$ cat config.mk
export PLATFORM = sky130hd
export DESIGN_NAME = mem_arbiter
export DESIGN_NICKNAME = d
export VERILOG_FILES = /design/src/rtl/mem_arb_pkg.sv /design/src/rtl/mem_arb_rr.sv /design/src/rtl/mem_arbiter.sv
export SDC_FILE = /design/constraint.sdc
export NUM_CORES = 1
export LEC_CHECK = 0
export CAP_MARGIN = 25
export CORE_MARGIN = 4
export CORE_UTILIZATION = 30
export CTS_BUF_LIST = sky130_fd_sc_hd__clkbuf_8
export CTS_CLUSTER_DIAMETER = 200
export CTS_CLUSTER_SIZE = 12
export DETAILED_ROUTE_END_ITERATION = 8
export SYNTH_ARGS = -nofsm -noshare
export SYNTH_HDL_FRONTEND = slang
export SYNTH_SLANG_ARGS = --single-unit
$ cat constraint.sdc
create_clock -name clk -period 2.2 [get_ports clk]
set_clock_uncertainty 0.2 [all_clocks]
set_input_delay 0.44 -clock clk [delete_from_list [all_inputs] [get_ports clk]]
set_output_delay 0.44 -clock clk [all_outputs]
set_load 0.005 [all_outputs]
$ cat src/rtl/mem_arb_pkg.sv
// Shared types and constants for the instruction/data memory arbiter.
package mem_arb_pkg;

  typedef enum logic [1:0] {
    ST_IDLE = 2'd0,
    ST_MEM  = 2'd1,
    ST_RESP = 2'd2
  } arb_state_e;

  typedef enum logic {
    GNT_I = 1'b0,
    GNT_D = 1'b1
  } grant_e;

  localparam int unsigned DEFAULT_TIMEOUT = 64;
  localparam int unsigned TMO_CNT_W       = 8;

endpackage

$ cat src/rtl/mem_arb_rr.sv
// Two-way round-robin picker; remembers the last side granted.
module mem_arb_rr
  import mem_arb_pkg::*;
(
  input  logic   clk,
  input  logic   rst,
  input  logic   i_req,
  input  logic   d_req,
  input  logic   take,
  output logic   gnt_valid,
  output grant_e gnt
);

  grant_e last_grant;

  // On a tie the side that did not win last time goes first.
  always_comb begin
    gnt_valid = i_req | d_req;
    gnt       = GNT_I;
    if (i_req && d_req) begin
      if (last_grant == GNT_I) begin
        gnt = GNT_D;
      end else begin
        gnt = GNT_I;
      end
    end else if (d_req) begin
      gnt = GNT_D;
    end
  end

  always_ff @(posedge clk or negedge rst) begin
    if (!rst) begin
      last_grant <= GNT_I;
    end else if (take && gnt_valid) begin
      last_grant <= gnt;
    end
  end

endmodule

$ cat src/rtl/mem_arbiter.sv
// Arbitrates instruction and data requesters onto one shared memory port.
// Handshake: a requester holds req high until its done pulse; the memory answers a held mem_req with a one-cycle mem_ready.
module mem_arbiter
  import mem_arb_pkg::*;
#(
  parameter int          AW      = 32,
  parameter int          DW      = 32,
  parameter int unsigned TIMEOUT = DEFAULT_TIMEOUT
) (
  input  logic          clk,
  input  logic          rst,
  input  logic          i_req,
  input  logic [AW-1:0] i_addr,
  output logic [DW-1:0] i_rdata,
  output logic          i_done,
  input  logic          d_req,
  input  logic          d_we,
  input  logic [AW-1:0] d_addr,
  input  logic [DW-1:0] d_wdata,
  output logic [DW-1:0] d_rdata,
  output logic          d_done,
  output logic          mem_req,
  output logic          mem_we,
  output logic [AW-1:0] mem_addr,
  output logic [DW-1:0] mem_wdata,
  input  logic [DW-1:0] mem_rdata,
  input  logic          mem_ready,
  output logic          busy,
  output logic          err,
  output arb_state_e    dbg_state
);

  localparam logic [TMO_CNT_W-1:0] TMO_LIMIT = TMO_CNT_W'(TIMEOUT);

  arb_state_e           state;
  grant_e               gnt_q;
  logic [TMO_CNT_W-1:0] tmo_cnt;
  logic                 pick_valid;
  grant_e               pick;

  assign dbg_state = state;

  mem_arb_rr u_rr (
    .clk       (clk),
    .rst       (rst),
    .i_req     (i_req),
    .d_req     (d_req),
    .take      (state == ST_IDLE),
    .gnt_valid (pick_valid),
    .gnt       (pick)
  );

  // The mem_* registers double as the latched request: loaded on grant, cleared on leaving MEM.
  always_ff @(posedge clk or negedge rst) begin
    if (!rst) begin
      state     <= ST_IDLE;
      gnt_q     <= GNT_I;
      tmo_cnt   <= '0;
      mem_req   <= 1'b0;
      mem_we    <= 1'b0;
      mem_addr  <= '0;
      mem_wdata <= '0;
      i_rdata   <= '0;
      d_rdata   <= '0;
      i_done    <= 1'b0;
      d_done    <= 1'b0;
      err       <= 1'b0;
      busy      <= 1'b0;
    end else begin
      case (state)
        ST_IDLE: begin
          if (pick_valid) begin
            state   <= ST_MEM;
            gnt_q   <= pick;
            tmo_cnt <= '0;
            mem_req <= 1'b1;
            busy    <= 1'b1;
            if (pick == GNT_D) begin
              mem_we    <= d_we;
              mem_addr  <= d_addr;
              mem_wdata <= d_wdata;
            end else begin
              mem_we    <= 1'b0;
              mem_addr  <= i_addr;
              mem_wdata <= '0;
            end
          end
        end
        ST_MEM: begin
          if (mem_ready || (tmo_cnt == TMO_LIMIT)) begin
            state     <= ST_RESP;
            mem_req   <= 1'b0;
            mem_we    <= 1'b0;
            mem_addr  <= '0;
            mem_wdata <= '0;
            i_done    <= (gnt_q == GNT_I);
            d_done    <= (gnt_q == GNT_D);
            err       <= !mem_ready;
            // A timed-out read leaves the previous read data in place.
            if (mem_ready && !mem_we) begin
              if (gnt_q == GNT_I) begin
                i_rdata <= mem_rdata;
              end else begin
                d_rdata <= mem_rdata;
              end
            end
          end else begin
            tmo_cnt <= tmo_cnt + 1'b1;
          end
        end
        ST_RESP: begin
          state  <= ST_IDLE;
          i_done <= 1'b0;
          d_done <= 1'b0;
          err    <= 1'b0;
          busy   <= 1'b0;
        end
        default: begin
          state <= ST_IDLE;
        end
      endcase
    end
  end

endmodule

==> results.py <==
metrics = {
    "status": {
        "status": "complete, no violations",
    },
    "clock_tree": {
        "htree_levels": 4,
        "cts_sinks": 145,
        "cts_buffers": 17,
        "cts_tree": "yes",
        "clockBufferDepth": 2,
        "clk_latency_ps": 430,
        "cts_root_buf": "clkbuf_8",
        "cts.reportedPaths.clkPinSlew_ps": 80,
    },
    "sta": {
        "slew_headroom_pct": 66.8,
        "fin_crit_ps": 2050,
        "timing.fmax_ghz": 0.488,
        "slew_violations": 0,
        "setup-violations-final": 0,
        "whs_ps": 292,
        "hold_viol": 0,
        "period_share_pct": 93.2,
        "finalSetupTns_ps": 0,
        "tightest_slew_ps": 494,
        "rsz0062_at_grt": "no",
    },
    "global_routing": {
        "grt_start_max_net_pins": 49,
        "grt_overflow": 0,
        "first_global_vias": 4936,
        "antenna_found_initial": 0,
        "grt_usage_pct": 15.1,
        "grt_pass1_wl_mm": 26.4,
    },
    "floorplan": {
        "ioPinCount": 270,
        "die_x_um": 148,
        "rows": 50,
        "die_h_um": 148,
        "die-area_um2": 21900,
        "initial_core_util_pct": 30.9,
        "coreArea_um2": 19000,
    },
    "worst_hold_path": {
        "hold_path_class": "reg2reg",
    },
    "route": {
        "num_vias": 4430,
        "route.detailed.drc": 0,
        "drt-vias-per-instance": 4.60,
        "drt-total-wl_mm": 16.7,
        "final_antenna_net_count": 0,
        "first_iter_violations": 141,
        "wire_per_inst_um": 17.4,
        "dr.pass1.iters": 6,
    },
    "layout": {
        "num_antenna_cells": 0,
        "layout_commonest_cell": "clkdlybuf4s50_1",
        "multi_input_area_um2": 2070,
        "syn_to_final_growth_pct": 60.3,
        "regArea_um2": 3630,
        "fin_nets": 825,
        "final_cell_mix": "clkdlybuf4s50_1 (266), dfrtp_1 (143), mux2_2 (63)",
        "drive_above_1_share_pct": 17.8,
        "fillerInstances": 1713,
    },
    "power_and_ir_drop": {
        "p_per_area_nw_per_um2": 1290,
        "swShare_pct": 30.6,
        "total_power_uw": 12200,
        "p_comb_share_pct": 44.8,
        "vdd_drop_max_uv": 587,
        "intPower_uw": 8450,
        "clock_power_share_pct": 17.6,
        "p_leak_uw": 0.00402,
        "p_seq_share_pct": 37.6,
        "power.switching_uw": 3730,
    },
    "worst_setup_path": {
        "crit_fanout": 4,
        "reg2reg_slack_ps": 210,
        "critPathBufInv": 1,
        "cp-start-kind": "flip-flop",
        "critPathArrivalTime_ps": 1410,
        "required_ps": 1560,
        "path_delay_family": "buffers and inverters",
        "critPathCaptureType": "output port",
        "crit_path_top_delay_cell": "clkdlybuf4s50_1",
        "crit_type": "reg2out",
        "slowest_delay_ps": 550,
        "crit_chain": "clkdlybuf4s50_1",
    },
    "synthesis": {
        "syn_avg_cell_area_um2": 14.4,
        "syn_inst": 409,
        "yosysWarningCount": 0,
        "synth_edf_count": 0,
        "synthArstFlopShare_pct": 100,
        "synth_top_area_share_pct": 61.6,
        "syn-cell-area_um2": 5890,
        "synth_area_leaders": "dfrtp_1 (62%), mux2_2 (12%), mux2i_1 (6.0%), a22o_1 (4.9%), o2bb2ai_1 (4.8%)",
        "synth-main-ff-cell": "dfrtp_1",
        "seq_area_frac_synth_pct": 61.6,
        "synth.largest_area_cell": "dfrtp_1",
        "ys_ff_latch": 145,
        "synth_cell_types": 40,
        "synth_nets": 545,
    },
    "placement": {
        "hpwl_mm": 12.5,
        "port_buffers": 269,
        "place_congestion": 0.768,
    },
    "job": {
        "max_cap_viol_count": 0,
    },
}
-- area by class of cell --
class	count	share of cell area [%]
Sequential cell	145	38.5
Tap cell	260	3.45
Multi-Input combinational cell	227	21.9
Clock buffer	19	2.77
Timing Repair Buffer	290	31.5
Clock inverter	13	1.57
Inverter	8	0.318
-- per-layer routing --
metal	GRT usage (%)	vias up	wire length (µm)	part of all wire [%]
met3	5.09	12	1160	7.0
li1	-	2078	-	-
met4	4.43	0	173	1.0
met5	0	-	0	0
met2	27.5	143	8990	54
met1	16.7	2197	6380	38
-- logic make-up after synthesis --
group | synth area share, %
AO/OA/AOI/OAI | 11.5
adder cells (fa/ha/maj) | 0.425
AND/OR/NAND/NOR | 4.68
multiplexers | 18.2
flip-flops | 61.6
buffers and inverters | 3.57
-- registers in the layout, summed over array words and instances (netlist names) --
register   flops
mem_req        1
mem_we         1
mem_addr      32
i_done         1
i_rdata       32
d_rdata       32
tmo_cnt        8
busy           1
mem_wdata     32
err            1
gnt_q          1
d_done         1
dbg_state      2
-- stage by stage --
step                cell area, µm²  cells  util, %  worst slack, ps
floorplan                     5890    409        -              275
global placement              9010    929     47.4            -74.6
detailed placement            9010    929     47.4             -102
CTS                           9430    962     49.6             26.8
global route                  9430    962     49.6             62.5
finish                        9430    962     49.6              149
-- path summary, 6_finish.rpt --
path | from | cells past startpoint | to
max | mem_we | 1 | mem_we
min | mem_addr[7] | 1 | mem_addr[7]
max reg2reg | tmo_cnt[0] | 7 | tmo_cnt[0]
min reg2reg | mem_addr[7] | 1 | mem_addr[7]
max in group asynchronous | rst | 3 | mem_addr[8]
min in group asynchronous | rst | 2 | d_rdata[10]
-- power by group through the flow --
stage	clock network [µW]	logic [µW]	registers (µW)
6_report	2140	5460	4580
5_1_grt	2360	5860	4730
4_1_cts	2240	5600	4590
3_5_place_dp	0	5580	4620
3_3_place_gp	0	5480	4590
2_1_floorplan	0	2070	4630
-- timing repair --
action / 4_1_cts / 5_1_grt
pin swaps: 0 / 0
setup buffers: 0 / 0
hold buffers: 1 / 0
setup endpoints to repair: 2 / 2
gates resized for setup: 2 / 2
hold endpoints to repair: 45 / 0
-- cell usage after synthesis (all sizes together), types with 4 or more instances --
cell	instances
nand3	18
o2bb2ai	32
clkbuf	6
o21ai	5
inv	8
dfrtp	145
nand2	6
buf	23
a22o	33
mux2	64
mux2i	35
or3	4
Power figures use the tool's default switching activity.
